$ cat config.mk
export PLATFORM = sky130hd
export DESIGN_NAME = uart_rx_fifo
export DESIGN_NICKNAME = d
export VERILOG_FILES = /design/src/rtl/uart_rx_fifo.sv
export SDC_FILE = /design/constraint.sdc
export NUM_CORES = 1
export LEC_CHECK = 0
export BUFFER_PORTS_ARGS = -buffer_cell sky130_fd_sc_hd__buf_4
export CORE_UTILIZATION = 61
export CTS_BUF_LIST = sky130_fd_sc_hd__clkbuf_2
export DETAILED_ROUTE_END_ITERATION = 6
export GPL_ROUTABILITY_DRIVEN = 0
export PLACE_DENSITY = 0.77
export RECOVER_POWER = 50
export SLEW_MARGIN = 20
export SYNTH_ARGS = -nofsm -noshare
export SYNTH_HDL_FRONTEND = slang
export SYNTH_SLANG_ARGS = --single-unit
$ cat constraint.sdc
create_clock -name clk -period 4.5 [get_ports clk]
set_input_delay 0.45 -clock clk [delete_from_list [all_inputs] [get_ports clk]]
set_output_delay 0.45 -clock clk [all_outputs]
set_load 0.03 [all_outputs]
$ cat src/rtl/uart_rx_fifo.sv
// UART receiver with configurable frame format, mid-bit sampling and parity/framing checks,
// feeding a first-word-fall-through FIFO that the CPU reads through 'out' and pops with 'load'.
module uart_rx_fifo #(
  parameter int CLKS_PER_BIT = 217,
  parameter int DATA_BITS    = 8,
  parameter int PARITY       = 0,
  parameter int STOP_BITS    = 1,
  parameter int FIFO_DEPTH   = 16
) (
  input  logic                        clk,
  input  logic                        clear,
  input  logic                        RX,
  input  logic                        load,
  output logic [15:0]                 out,
  output logic [$clog2(FIFO_DEPTH):0] count,
  output logic                        overrun
);
  localparam int CW = $clog2(CLKS_PER_BIT);
  localparam int PW = $clog2(FIFO_DEPTH);
  localparam logic [CW-1:0] HALF_M1   = CW'(CLKS_PER_BIT / 2 - 1);
  localparam logic [CW-1:0] BIT_M1    = CW'(CLKS_PER_BIT - 1);
  localparam logic [3:0]    LAST_DATA = 4'(DATA_BITS - 1);
  localparam logic [3:0]    LAST_STOP = 4'(STOP_BITS - 1);
  localparam logic [PW:0]   DEPTH_C   = (PW+1)'(FIFO_DEPTH);
  localparam logic [15:0]   EMPTY_W   = 16'h8000;

  typedef enum logic [2:0] {S_IDLE, S_START, S_DATA, S_PARITY, S_STOP, S_BREAK} state_t;

  state_t        state_q, state_d;
  logic [1:0]    sync_q, sync_d;
  logic [CW-1:0] cnt_q, cnt_d;
  logic [3:0]    idx_q, idx_d;
  logic [7:0]    shift_q, shift_d;
  logic          perr_q, perr_d, ferr_q, ferr_d;
  logic          rxs, tick, push;
  logic [15:0]   push_w;

  logic [15:0]   mem_q [FIFO_DEPTH];
  logic [PW-1:0] wr_q, wr_d, rd_q, rd_d;
  logic [PW:0]   count_q, count_d, rem;
  logic [15:0]   out_q, out_d;
  logic          ovr_q, ovr_d, pop, full, wr_en;

  assign sync_d = {sync_q[0], RX};
  assign rxs    = sync_q[1];
  assign tick   = (cnt_q == BIT_M1);

  always_comb begin
    state_d = state_q;
    cnt_d   = cnt_q;
    idx_d   = idx_q;
    shift_d = shift_q;
    perr_d  = perr_q;
    ferr_d  = ferr_q;
    push    = 1'b0;
    case (state_q)
      S_IDLE: if (!rxs) begin
        state_d = S_START;
        cnt_d   = '0;
      end
      S_START: begin
        if (cnt_q == HALF_M1) begin
          cnt_d   = '0;
          idx_d   = '0;
          shift_d = '0;
          perr_d  = 1'b0;
          ferr_d  = 1'b0;
          state_d = rxs ? S_IDLE : S_DATA;
        end else cnt_d = cnt_q + CW'(1);
      end
      S_DATA: begin
        cnt_d = tick ? '0 : cnt_q + CW'(1);
        if (tick) begin
          // LSB first: each new bit enters at the top of the DATA_BITS-wide window.
          shift_d = {1'b0, shift_q[7:1]};
          shift_d[DATA_BITS-1] = rxs;
          idx_d = idx_q + 4'd1;
          if (idx_q == LAST_DATA) begin
            idx_d   = '0;
            state_d = (PARITY != 0) ? S_PARITY : S_STOP;
          end
        end
      end
      S_PARITY: begin
        cnt_d = tick ? '0 : cnt_q + CW'(1);
        if (tick) begin
          perr_d  = ((^shift_q) ^ rxs) != (PARITY == 1);
          state_d = S_STOP;
        end
      end
      S_STOP: begin
        cnt_d = tick ? '0 : cnt_q + CW'(1);
        if (tick) begin
          if (!rxs) ferr_d = 1'b1;
          idx_d = idx_q + 4'd1;
          if (idx_q == LAST_STOP) begin
            push    = 1'b1;
            idx_d   = '0;
            state_d = ferr_d ? S_BREAK : S_IDLE;
          end
        end
      end
      S_BREAK: if (rxs) state_d = S_IDLE;
      default: state_d = S_IDLE;
    endcase
    push_w = {1'b0, ferr_d, perr_q, 5'b0, shift_q};
  end

  always_comb begin
    pop     = load && (count_q != '0);
    full    = (count_q == DEPTH_C);
    wr_en   = push && (!full || pop);
    ovr_d   = ovr_q || (push && full && !pop);
    wr_d    = wr_en ? wr_q + PW'(1) : wr_q;
    rd_d    = pop ? rd_q + PW'(1) : rd_q;
    count_d = count_q;
    if (wr_en && !pop)      count_d = count_q + (PW+1)'(1);
    else if (pop && !wr_en) count_d = count_q - (PW+1)'(1);
    // Head after this edge: an older entry if one survives the pop, else the incoming word.
    rem   = pop ? count_q - (PW+1)'(1) : count_q;
    out_d = EMPTY_W;
    if (rem != '0)  out_d = mem_q[rd_d];
    else if (wr_en) out_d = push_w;
  end

  always_ff @(posedge clk) begin
    if (clear) begin
      state_q <= S_IDLE;
      sync_q  <= 2'b11;
      cnt_q   <= '0;
      idx_q   <= '0;
      shift_q <= '0;
      perr_q  <= 1'b0;
      ferr_q  <= 1'b0;
      wr_q    <= '0;
      rd_q    <= '0;
      count_q <= '0;
      out_q   <= EMPTY_W;
      ovr_q   <= 1'b0;
    end else begin
      state_q <= state_d;
      sync_q  <= sync_d;
      cnt_q   <= cnt_d;
      idx_q   <= idx_d;
      shift_q <= shift_d;
      perr_q  <= perr_d;
      ferr_q  <= ferr_d;
      wr_q    <= wr_d;
      rd_q    <= rd_d;
      count_q <= count_d;
      out_q   <= out_d;
      ovr_q   <= ovr_d;
    end
  end

  always_ff @(posedge clk) begin
    if (!clear && wr_en) mem_q[wr_q] <= push_w;
  end

  assign out     = out_q;
  assign count   = count_q;
  assign overrun = ovr_q;
endmodule
Word-level counts from Yosys, hierarchy flattened --
Memories as Yosys holds them, arrays and structs flattened. Index checks and enable logic that the tools add are counted.
Operators by class: add/sub/neg operators 6, equality and inequality tests 17, mux-type cells 44, bitwise operators 1, reductions and logical operators 29
Operators with widths (number):
- two-way mux 8 bit | 5
- two-way mux 16 bit | 2
- two-way mux 3 bit | 9
- two-way mux 4 bit | 6
- one-hot mux 8 bit (3 select lines) | 1
- one-hot mux 3 bit (6 select lines) | 1
- != test 2 bit, second input constant | 8
- one-hot mux 8 bit (2 select lines) | 1
- two-way mux 5 bit | 3
- adder 4 x 1 -> 4 bit, second input constant | 3
- two-way mux 1 bit | 12
- one-hot mux 4 bit (3 select lines) | 1
- nonzero test 5 bit | 2
- adder 8 x 1 -> 8 bit, second input constant | 1
- == test 8 x 7 -> 1 bit, second input constant | 1
- == test 8 bit, second input constant | 1
- AND reduction 8 bit | 1
- parity 8 bit | 1
- logical AND 1 bit | 7
- == test 3 x 2 -> 1 bit, second input constant | 2
- == test 3 bit, second input constant | 2
- AND reduction 3 bit | 2
- nonzero test 2 bit | 3
- nonzero test 3 bit | 2
- 15 further kinds | 20
Word-level totals: register bits 57, bits in writable memories 160, logic and storage cells 110, memories kept 1
Memory list:
- mem_q | depth 16, width 10, read ports 1, clocked after memory_dff 0, write ports 1, line 38 | logic [15:0] mem_q [FIFO_DEPTH];

Depth between registers and ports, before layout --
Gate-level depths: netlist of the first run.
word-level depth 9, gate-level depth with buffers 13, depth with buffers taken out 10

Least setup slack after synthesis of the first run --
Ideal clock, no wire load.
kind reg2reg, from register count_q[0] (netlist: count[0]), to memory mem_q[0][0] in the netlist's numbering (enable), setup time 0.390 ns, arrival 2.575 ns, data required time 4.110 ns, slack 1.535 ns, cell stages (with the launch flop) 8, path buffers 0, cell sequence dfxtp_1 -> inv_1 -> ha_1 -> or3b_2 -> nor3b_1 -> nor4_1 -> nand2_1 -> nor3_1
On the way: longest elaborated chain between the ends 7, elaborated cells between the ends (all ways) 9
Ends and longest elaborated chain:
- start, declared | line 40 | logic [PW:0] count_q, count_d, rem;
- start signal, assigned | line 150 | count_q <= count_d;
- == test 5 bit or nonzero test 5 bit (tied branches) | line 111, 110
- zero test 1 bit or logical AND 1 bit (tied branches) | line 112, 110
- logical OR 1 bit (*) | line 112 | wr_en = push && (!full || pop);
- logical AND 1 bit (*) | line 112
- logical AND 1 bit (*) | line 157 | if (!clear && wr_en) mem_q[wr_q] <= push_w;
- two-way mux 1 bit (*) | line 157
- two-way mux 1 bit (implied by the code) (*) | line 157
- end, declared | line 38
Mark *: on every way between the ends. The rest lies on a longest branch, timed or not.

Worst setup path after layout of the first run --
from register count_q[0] (netlist: count[0]), to register out_q[5] (netlist: out[5])
On the way: longest elaborated chain between the ends 6, elaborated cells between the ends (all ways) 13
Ends and longest elaborated chain:
- parallel branches: the longest is 5 deep, another holds memory (16 x 10 bit)
- two-way mux 16 bit (*) | line 122 | if (rem != '0) out_d = mem_q[rd_d];
- end signal, assigned | line 151 | out_q <= out_d;
- end, declared | line 41 | logic [15:0] out_q, out_d;
Mark *: on every way between the ends. A chain may end at the register's enable or synchronous reset.

==> results.toml, run 1 <==
[die]
fp-row-count = 48
start_util_pct = 63.0
die_w_um = 136
die_height_um = 136
die-area_um2 = 18600
io_pins = 26
core_area_um2 = 17500

[routing]
wl_um = 26000
wl_per_cell_um = 21.9
vias = 7779
first_pass_iters = 6
vias_per_cell = 6.57
drtAntennaViolNets = 0
drc_errors = 0
drt_iter0_drc = 820

[clocking]
cts-htree-levels = 2
cts_root_buf = "clkbuf_2"
path_clk_slew_ns = 0.11
worstSkewPairLatency_ns = 0.81
cts.sinks = 212
cts_buffer_depth = 3
cts_setup_buffers = 0
post_cts_resized = 0
hold_buffers = 1
tritoncts = "built"
numCtsBuffers = 52

[worst_setup_path]
arrival_ns = 4.24
crit_required_ns = 5.20
end_kind = "flip-flop"
path_max_fanout = 59
crit_chain = "inv_1 > ha_1 > or4b_4 > and2_4 > clkinv_4 > a2111oi_0 > a31oi_1 > a2111o_1 > and4b_1"
startpoint_type = "flip-flop"
crit_slowest_cell = "a2111oi_0"
worstSetupPathType = "reg -> reg"
cpPeakStageDelay_ns = 0.53

[timing]
max_slew_margin_pct = 26.2
rsz0062_at_grt = "false"
final-max-slew-violation-count = 0
post-route-period-util_pct = 78.7
layout_min_cycle_time_ns = 3.54
tightest_slew_ns = 1.10
skew_ns = 0.0305
max_freq_ghz = 0.282
holdWs_ns = 0.118
setup_viol = 0
setup_tns_ns = 0
hold_viol = 0

[cells_and_area]
synthToLayoutAreaGrowth_pct = 5.85
drive_gt1_share_pct = 17.5
regArea_um2 = 5850
final_common_cell = "edfxtp_1"
fillers = 1323
final_cell_mix = "160 x edfxtp_1, 75 x clkbuf_2, 69 x nor2b_1, 64 x nor2_1, 53 x mux2i_1"
multi_input_area_um2 = 4760
nNetsFinal = 932

[flow_run]
max_cap_viol_count = 0

[hold_path]
hold_class = "in -> reg"

[global_routing]
grt_pass1_vias = 7428
grt.busiest_layer = "met2"
grt_max_degree = 85
use_met3_pct = 5.70
use_met2_pct = 47.8
track_usage_pct = 28.6
antenna_found_initial = 1
grt_pass1_wl_um = 40000
grt-ovfl-total = 0
use_met1_pct = 37.3

[logic_synthesis]
ys_ff_latch = 212
synthXorXnorAreaFrac_pct = 1.99
synth_edf_count = 160
syn_area_um2 = 11000
synth_ff_type = "edfxtp_1"
synth_cells = 892
synthSimpleGateAreaFrac_pct = 12.6
synth-compound-area-share_pct = 12.2
ys_types = 68
muxShareOfSynthArea_pct = 14.6
synth_top_family_by_area = "multiplexers"
syn_avg_cell_area_um2 = 12.3
yosysSeqAreaShare_pct = 53.1
synthArstFlopShare_pct = 0
synthAdderAreaFrac_pct = 1.36
ys_warn_count = 0

[pwr]
p_leak_nw = 3.77
power_density_nw_per_um2 = 491
irDropWorstVdd_v = 0.000611

[placement]
dp_hpwl_um = 16500
port_buffers = 20

[status]
outcome = "complete, no violations"
-- logic make-up after synthesis --
kind of cell,count (synthesis)
AOI/OAI and AO/OA,186
xor gates and xnor gates,25
adders and majority gates,12
buffers and inverters,89
DFF,212
muxes,105
other,1
and+or+nand+nor,262
-- sequential cells by signal (all words and copies together), names as in the netlist --
register  flops
cnt_q         8
count         5
ferr_q        1
idx_q         4
mem_q       160
out          11
overrun       1
perr_q        1
rd_q          4
shift_q       8
state_q       3
sync_q        2
wr_q          4
-- where the power goes --
part | switching (mW) | leakage, nW | internal, mW
sequential | 0.0904 | 1.94 | 2.14
clock | 0.759 | 0.352 | 0.450
combinational | 1.37 | 1.48 | 0.905
-- routing by layer --
layer  wire length [µm]  vias up
met3               2140       60
met1              10300     3835
met4                685        0
li1                   -     3541
met2              12800      343
met5                  0        -
-- final cells by class --
type,count,share of cell area [%]
diodes,1,0.0215
clock inverters,21,0.688
inverters,16,0.559
well taps,225,2.42
clock buffers,75,3.22
multi-input cells,595,40.9
flip-flops and latches,212,50.2
repair buffers,39,1.96
-- stage by stage --
step,power (mW),cell area [µm²],worst slack (ns),std cells,util (%)
floorplan,4.13,11000,1.53,896,-
global placement,4.49,11200,1.20,1086,64.3
detailed placement,4.56,11200,1.07,1086,64.3
CTS,5.75,11700,1.04,1183,67.0
global route,6.00,11600,0.754,1184,66.6
finish,5.72,11600,0.960,1184,66.6
-- worst paths after layout --
check                              from                     to  slack, ns  cells past startpoint
setup / recovery  count[0]$_SDFFE_PP0P_      out[5]$_SDFF_PP0_       0.96                      9
hold / removal                    clear  count[0]$_SDFFE_PP0P_       0.12                      2
setup reg to reg  count[0]$_SDFFE_PP0P_      out[5]$_SDFF_PP0_       0.96                      9
hold reg to reg    sync_q[0]$_SDFF_PP1_   sync_q[1]$_SDFF_PP1_       0.42                      1
-- Yosys cell counts (9+ instances only) --
cell type,n,area share [%]
nand2_1,38,1.3
nor3_1,16,0.73
edfxtp_1,160,44
a211oi_1,43,2.9
inv_1,15,0.51
nand4_1,9,0.51
nand3_1,19,0.86
a2111oi_0,20,1.6
dfxtp_1,52,9.5
mux4_2,44,9.0
nand2b_1,10,0.57
nor2_1,65,2.2
ha_1,12,1.4
buf_2,20,0.91
a31oi_1,11,0.63
xor2_1,11,0.88
xnor2_1,14,1.1
clkbuf_1,32,1.1
buf_4,9,0.61
nor2b_1,69,3.9
o21ai_0,15,0.68
a21oi_1,43,2.0
mux2i_1,53,4.8
a311oi_1,10,0.80
-- worst max-delay path: cells and delay by family, from the launching register on --
family,cells,cell delay [ns]
and+or+nand+nor,3,0.92
DFF,1,0.49
buffers and inverters,2,0.61
AOI/OAI and AO/OA,3,1.09
adders and majority gates,1,0.27
(Power assumes the default switching activity.)
==> inputs of run 2 (changes only) <==
clock period = 3.7 ns   (was 4.5 ns; I/O delays follow)
==> run 2 against run 1 <==
The run now ends with max-capacitance violations, max-slew violations left. Clock-buffer cell count up 6. Via count increased by 3.4%. Non-clock buffer count rose by 18. Combinational power rose by 26%. Global-route usage grew 2.0 points. Routed wire length rose by 5.5%. Sequential power increased by 20%. Flip-flop and latch count stayed put. Cell count is 1.6% higher. Design area is 1.2% higher. Power up 23%. Clock skew up 0.029 ns. Critical path type unchanged. Largest cell class unchanged. Largest power group unchanged.
==> results.toml, run 2 (synthesis gave the netlist of run 1 again) <==
[clocking]
cts-htree-levels = 2
path_clk_slew_ns = 0.10
worstSkewPairLatency_ns = 0.82
cts_buffer_depth = 3
tritoncts = "built"
cts_setup_buffers = 0
cts.sinks = 212
numCtsBuffers = 53
cts_root_buf = "clkbuf_2"

[placement]
place_area_um2 = 11400
place_ws_ns = 0.572
dp_hpwl_um = 17900
port_buffers = 20

[timing]
skew_ns = 0.0594
setup_tns_ns = 0
setup_viol = 0
max_freq_ghz = 0.311
holdWs_ns = 0.308
rsz0062_at_grt = "false"
final-max-slew-violation-count = 50
tightest_slew_ns = 2.46
setup_ws_ns = 0.484
post-route-period-util_pct = 86.9
layout_min_cycle_time_ns = 3.22
hold_viol = 0
max_slew_margin_pct = -64.0

[routing]
vias_per_cell = 6.69
wl_um = 27400
first_pass_iters = 5
drt_iter0_drc = 839
vias = 8045
drtAntennaViolNets = 0
wl_per_cell_um = 22.8
drc_errors = 0

[die]
die_height_um = 136
io_pins = 26
core_area_um2 = 17500
die_w_um = 136
fp-row-count = 48
start_util_pct = 63.0
die-area_um2 = 18600

[hold_path]
min_path_cells = 3
hold_class = "in -> reg"
holdPathEnd = "sync_q[0]$_SDFF_PP1_"
min-delay-start = "RX"

[worst_setup_path]
reg2reg_slack_ns = 0.48
arrival_ns = 3.79
r2r-end = "out[14]$_SDFF_PP0_"
timing.rr.start = "rd_q[1]$_SDFF_PP0_"
startpoint_type = "flip-flop"
r2r_cells = 8
path_max_fanout = 49
end_kind = "flip-flop"
worstSetupPathType = "reg -> reg"
crit_required_ns = 4.28

[cells_and_area]
largest-register = "mem_q"
final_common_cell = "edfxtp_1"
design_area_um2 = 11800
final_cell_mix = "160 x edfxtp_1, 82 x clkbuf_2, 69 x nor2b_1, 65 x nor2_1, 53 x mux2i_1"
largest_reg_flops = 160
nNetsFinal = 951
synthToLayoutAreaGrowth_pct = 7.15
drive_gt1_share_pct = 19.3

[pwr]
p_leak_nw = 3.88
power_density_nw_per_um2 = 597
finalPower_mw = 7.04
irDropWorstVdd_v = 0.000388

[flow_run]
max_cap_viol_count = 1

[global_routing]
grt_pass1_vias = 7860
grt-ovfl-total = 0
antenna_found_initial = 1
grt_max_degree = 60
track_usage_pct = 30.6
grt_pass1_wl_um = 42300

[status]
violations = "max-capacitance violations, max-slew violations"
outcome = "complete, but fails checks"
==> run 2: final cells by class <==
type / instances / area (µm²)
flip-flops and latches: 212 / 5850
fillers: 1290 / 5690
diodes: 1 / 2.50
well taps: 225 / 282
repair buffers: 57 / 358
clock buffers: 81 / 405
multi-input cells: 595 / 4760
inverters: 16 / 65.1
clock inverters: 16 / 66.3
==> run 2: per-layer routing <==
| metal | vias to the layer above | GRT usage (%) | wire [µm] |
|---|---|---|---|
| met3 | 86 | 9.13 | 3210 |
| met4 | 0 | 12.7 | 971 |
| met1 | 3881 | 38.5 | 10300 |
| li1 | 3570 | - | - |
| met5 | - | 0 | 0 |
| met2 | 508 | 49.2 | 12900 |
==> run 2: worst max-delay path by stage <==
stage,from,cells after the start,slack [ns],endpoint
4_1_cts,count[0]$_SDFFE_PP0P_,9,0.56,out[5]$_SDFF_PP0_
2_1_floorplan,count[0]$_SDFFE_PP0P_,7,0.73,mem_q[0][0]$_DFFE_PP_
3_3_place_gp,count[0]$_SDFFE_PP0P_,10,0.78,count[3]$_SDFFE_PP0P_
3_5_place_dp,count[0]$_SDFFE_PP0P_,9,0.57,out[5]$_SDFF_PP0_
5_1_grt,rd_q[1]$_SDFF_PP0_,8,0.26,out[14]$_SDFF_PP0_
6_report,rd_q[1]$_SDFF_PP0_,8,0.48,out[14]$_SDFF_PP0_
==> run 2: worst max-delay path, cell delays in order, from the launching register on <==
cell	delay (ns)
dfxtp_4	0.38
clkbuf_2	1.00
nand4_1	0.18
nor2b_1	0.44
xnor2_1	0.14
buf_4	0.20
nor2_1	0.22
o221ai_1	0.21
nor4b_1	0.21
==> run 2: per-stage QoR <==
step                util (%)  instances
floorplan                  -        896
global placement        65.0       1102
detailed placement      65.0       1102
CTS                     67.9       1202
global route            67.5       1203
finish                  67.5       1203
==> run 2: power breakdown <==
part           leakage, nW  switching [mW]  total (mW)  internal, mW
logic                 1.56            1.72        2.85          1.13
registers             1.94          0.0778        2.68          2.60
clock network        0.373           0.921        1.50         0.583
==> run 2: what timing repair did <==
| item | 4_1_cts | 5_1_grt |
|---|---|---|
| resized for setup | 0 | 0 |
| hold buffers | 3 | 0 |
| endpoints found under the hold margin | 6 | 0 |
==> inputs of run 3 (changes only) <==
ABC_AREA = 1   (was unset)
==> run 3 against run 2 <==
The flow still finishes with violations (max-capacitance violations, max-slew violations). Non-clock buffer count is 20 lower. Design area is 13% lower. First-iteration DRC count is 3.3% higher. Synthesized cell count is 10% higher. Sequential power is 2% higher. Via count is 12% lower. Cell count is 6.7% higher. Global-route usage is 3.0 points lower. Fmax is 0.82% lower. Combinational power hardly changed. Critical path depth is 4 higher. Register-to-register slack worse by 0.03 ns. Critical path type unchanged.
==> results.toml, run 3 <==
[global_routing]
grt_pass1_vias = 6573
grt_max_degree = 50
use_met3_pct = 5.22
use_met2_pct = 44.1
grt_pass1_wl_um = 34200
antenna_found_initial = 1
grt.busiest_layer = "met2"
track_usage_pct = 27.6
grt-ovfl-total = 0
use_met1_pct = 37.6

[logic_synthesis]
synth_ff_type = "edfxtp_1"
synth_top_cell_area_share_pct = 49.8
synth_top_family_by_area = "simple AND/OR/NAND/NOR gates"
ys_ff_latch = 212
synthSimpleGateAreaFrac_pct = 20.3
synthArstFlopShare_pct = 0
syn_area_um2 = 9650
yosys-top-cells-area = "edfxtp_1 50%, dfxtp_1 11%, nand3_1 7.5%"
synth_cells = 984
ys_types = 40
synth_edf_count = 160
syn_avg_cell_area_um2 = 9.81
ys_warn_count = 0
yosys-top-cells-count = "181 x nand2_1, 162 x inv_1, 160 x edfxtp_1"
synth-compound-area-share_pct = 6.73
muxShareOfSynthArea_pct = 0
synthAdderAreaFrac_pct = 1.56
yosysTopAreaCell = "edfxtp_1"
synthMostInstantiatedCell = "nand2_1"
synthXorXnorAreaFrac_pct = 1.27
yosysSeqAreaShare_pct = 60.6

[clocking]
cts_setup_buffers = 0
cts_buffer_depth = 3
cts-htree-levels = 2
numCtsBuffers = 52
worstSkewPairLatency_ns = 0.79
path_clk_slew_ns = 0.10
tritoncts = "built"
cts.sinks = 212
cts_root_buf = "clkbuf_2"
hold_buffers = 3
post_cts_resized = 0

[status]
violations = "max-capacitance violations, max-slew violations"
outcome = "complete, but fails checks"

[pwr]
p_sw_mw = 2.99
swShare_pct = 42.5
p_int_mw = 4.04
power_density_nw_per_um2 = 684
finalPower_mw = 7.04
clockPowerShare_pct = 20.8
power_frac_comb_pct = 40.2
irDropWorstVdd_v = 0.000600
p_leak_nw = 4.33
p_seq_share_pct = 39.0

[flow_run]
max_cap_viol_count = 1

[worst_setup_path]
timing.rr.start = "count[0]$_SDFFE_PP0P_"
crit_required_ns = 4.38
path_max_fanout = 22
arrival_ns = 3.93
crit_start = "count[0]$_SDFFE_PP0P_"
end_kind = "flip-flop"
r2r-end = "out[3]$_SDFF_PP0_"
worstSetupPathType = "reg -> reg"
r2r_cells = 12
reg2reg_slack_ns = 0.46
crit_end = "out[3]$_SDFF_PP0_"
startpoint_type = "flip-flop"

[routing]
vias_per_cell = 5.49
first_pass_iters = 6
wl_um = 21400
drc_errors = 0
vias = 7051
drt_iter0_drc = 867
wl_per_cell_um = 16.7
drtAntennaViolNets = 0

[timing]
rsz0062_at_grt = "false"
setup_viol = 0
setup_tns_ns = 0
holdWs_ns = 0.146
skew_ns = 0.0623
final-max-slew-violation-count = 34
layout_min_cycle_time_ns = 3.24
hold_viol = 0
post-route-period-util_pct = 87.6
max_slew_margin_pct = -17.0
max_freq_ghz = 0.308
tightest_slew_ns = 1.75

[cells_and_area]
post-route-util_pct = 67.2
synthToLayoutAreaGrowth_pct = 6.63
fillers = 1241
nNetsFinal = 1050
design_area_um2 = 10300
final_common_cell = "nand2_1"
largest-register = "mem_q"
largest_reg_flops = 160
final_cell_mix = "181 x nand2_1, 163 x inv_1, 160 x edfxtp_1, 146 x nand3_1, 79 x clkbuf_2"
drive_gt1_share_pct = 10.4

[die]
die-area_um2 = 16300
io_pins = 26
die_height_um = 128
die_w_um = 128
core_area_um2 = 15300
start_util_pct = 63.0
fp-row-count = 45

[placement]
place_area_um2 = 9900
port_buffers = 20
dp_hpwl_um = 13500

[hold_path]
hold_class = "in -> reg"
[run 3: power groups by stage]
stage | registers, mW | logic, mW | clock network [mW]
2_1_floorplan | 2.89 | 2.17 | 0
3_3_place_gp | 2.80 | 2.84 | 0
3_5_place_dp | 2.80 | 2.85 | 0
4_1_cts | 2.75 | 2.87 | 1.50
5_1_grt | 2.76 | 3.14 | 1.61
6_report | 2.74 | 2.83 | 1.46
[run 3: routing by layer]
metal | up-vias | part of all wire [%]
met5 | - | 0
met4 | 0 | 3.1
met3 | 64 | 7.7
met2 | 346 | 47
met1 | 3234 | 42
li1 | 3407 | -
[run 3: cell families (layout without fill, tap and decap cells)]
logic type	count (synthesis)	count (layout)
xor+xnor	14	14
compound gates	110	110
buf+inv	209	293
flops	212	212
simple gates	426	426
other cells	1	6
fa+ha+maj	12	12
[run 3: cell type report]
type / count / area [µm²] / area share, %
clock buffers: 79 / 395 / 3.84
clock inverters: 13 / 52.6 / 0.511
repair buffers: 37 / 223 / 2.16
diodes: 1 / 2.50 / 0.0243
inverters: 164 / 616 / 5.98
flip-flops and latches: 212 / 5850 / 56.8
multi-input cells: 567 / 2890 / 28.1
well taps: 211 / 264 / 2.57
[run 3: worst min path at each step]
stage,start,endpoint,slack [ns],cells past startpoint
floorplan,sync_q[0]$_SDFF_PP1_,sync_q[1]$_SDFF_PP1_,0.39,1
global placement,sync_q[0]$_SDFF_PP1_,sync_q[1]$_SDFF_PP1_,0.39,1
detailed placement,sync_q[0]$_SDFF_PP1_,sync_q[1]$_SDFF_PP1_,0.40,1
CTS,load,overrun$_SDFF_PP0_,0.06,5
global route,load,overrun$_SDFF_PP0_,0.13,5
finish,load,overrun$_SDFF_PP0_,0.15,5
[run 3: metrics by stage]
stage | std cells | worst slack (ns)
after floorplan | 988 | 1.25
after global placement | 1188 | 0.621
after detailed placement | 1188 | 0.557
after CTS | 1283 | 0.533
after global routing | 1284 | 0.244
final | 1284 | 0.458
[run 3: worst max-delay path: stages, from the launching register on]
cell and delay, ns:
dfxtp_1 0.35, inv_1 0.14, ha_1 0.26, nand3_2 0.13
nand2_4 0.13, inv_2 0.07, o21ai_2 0.83, inv_1 0.63
nand3_1 0.23, nand2_1 0.08, nand2_1 0.06, nand3_1 0.07
a21oi_1 0.16
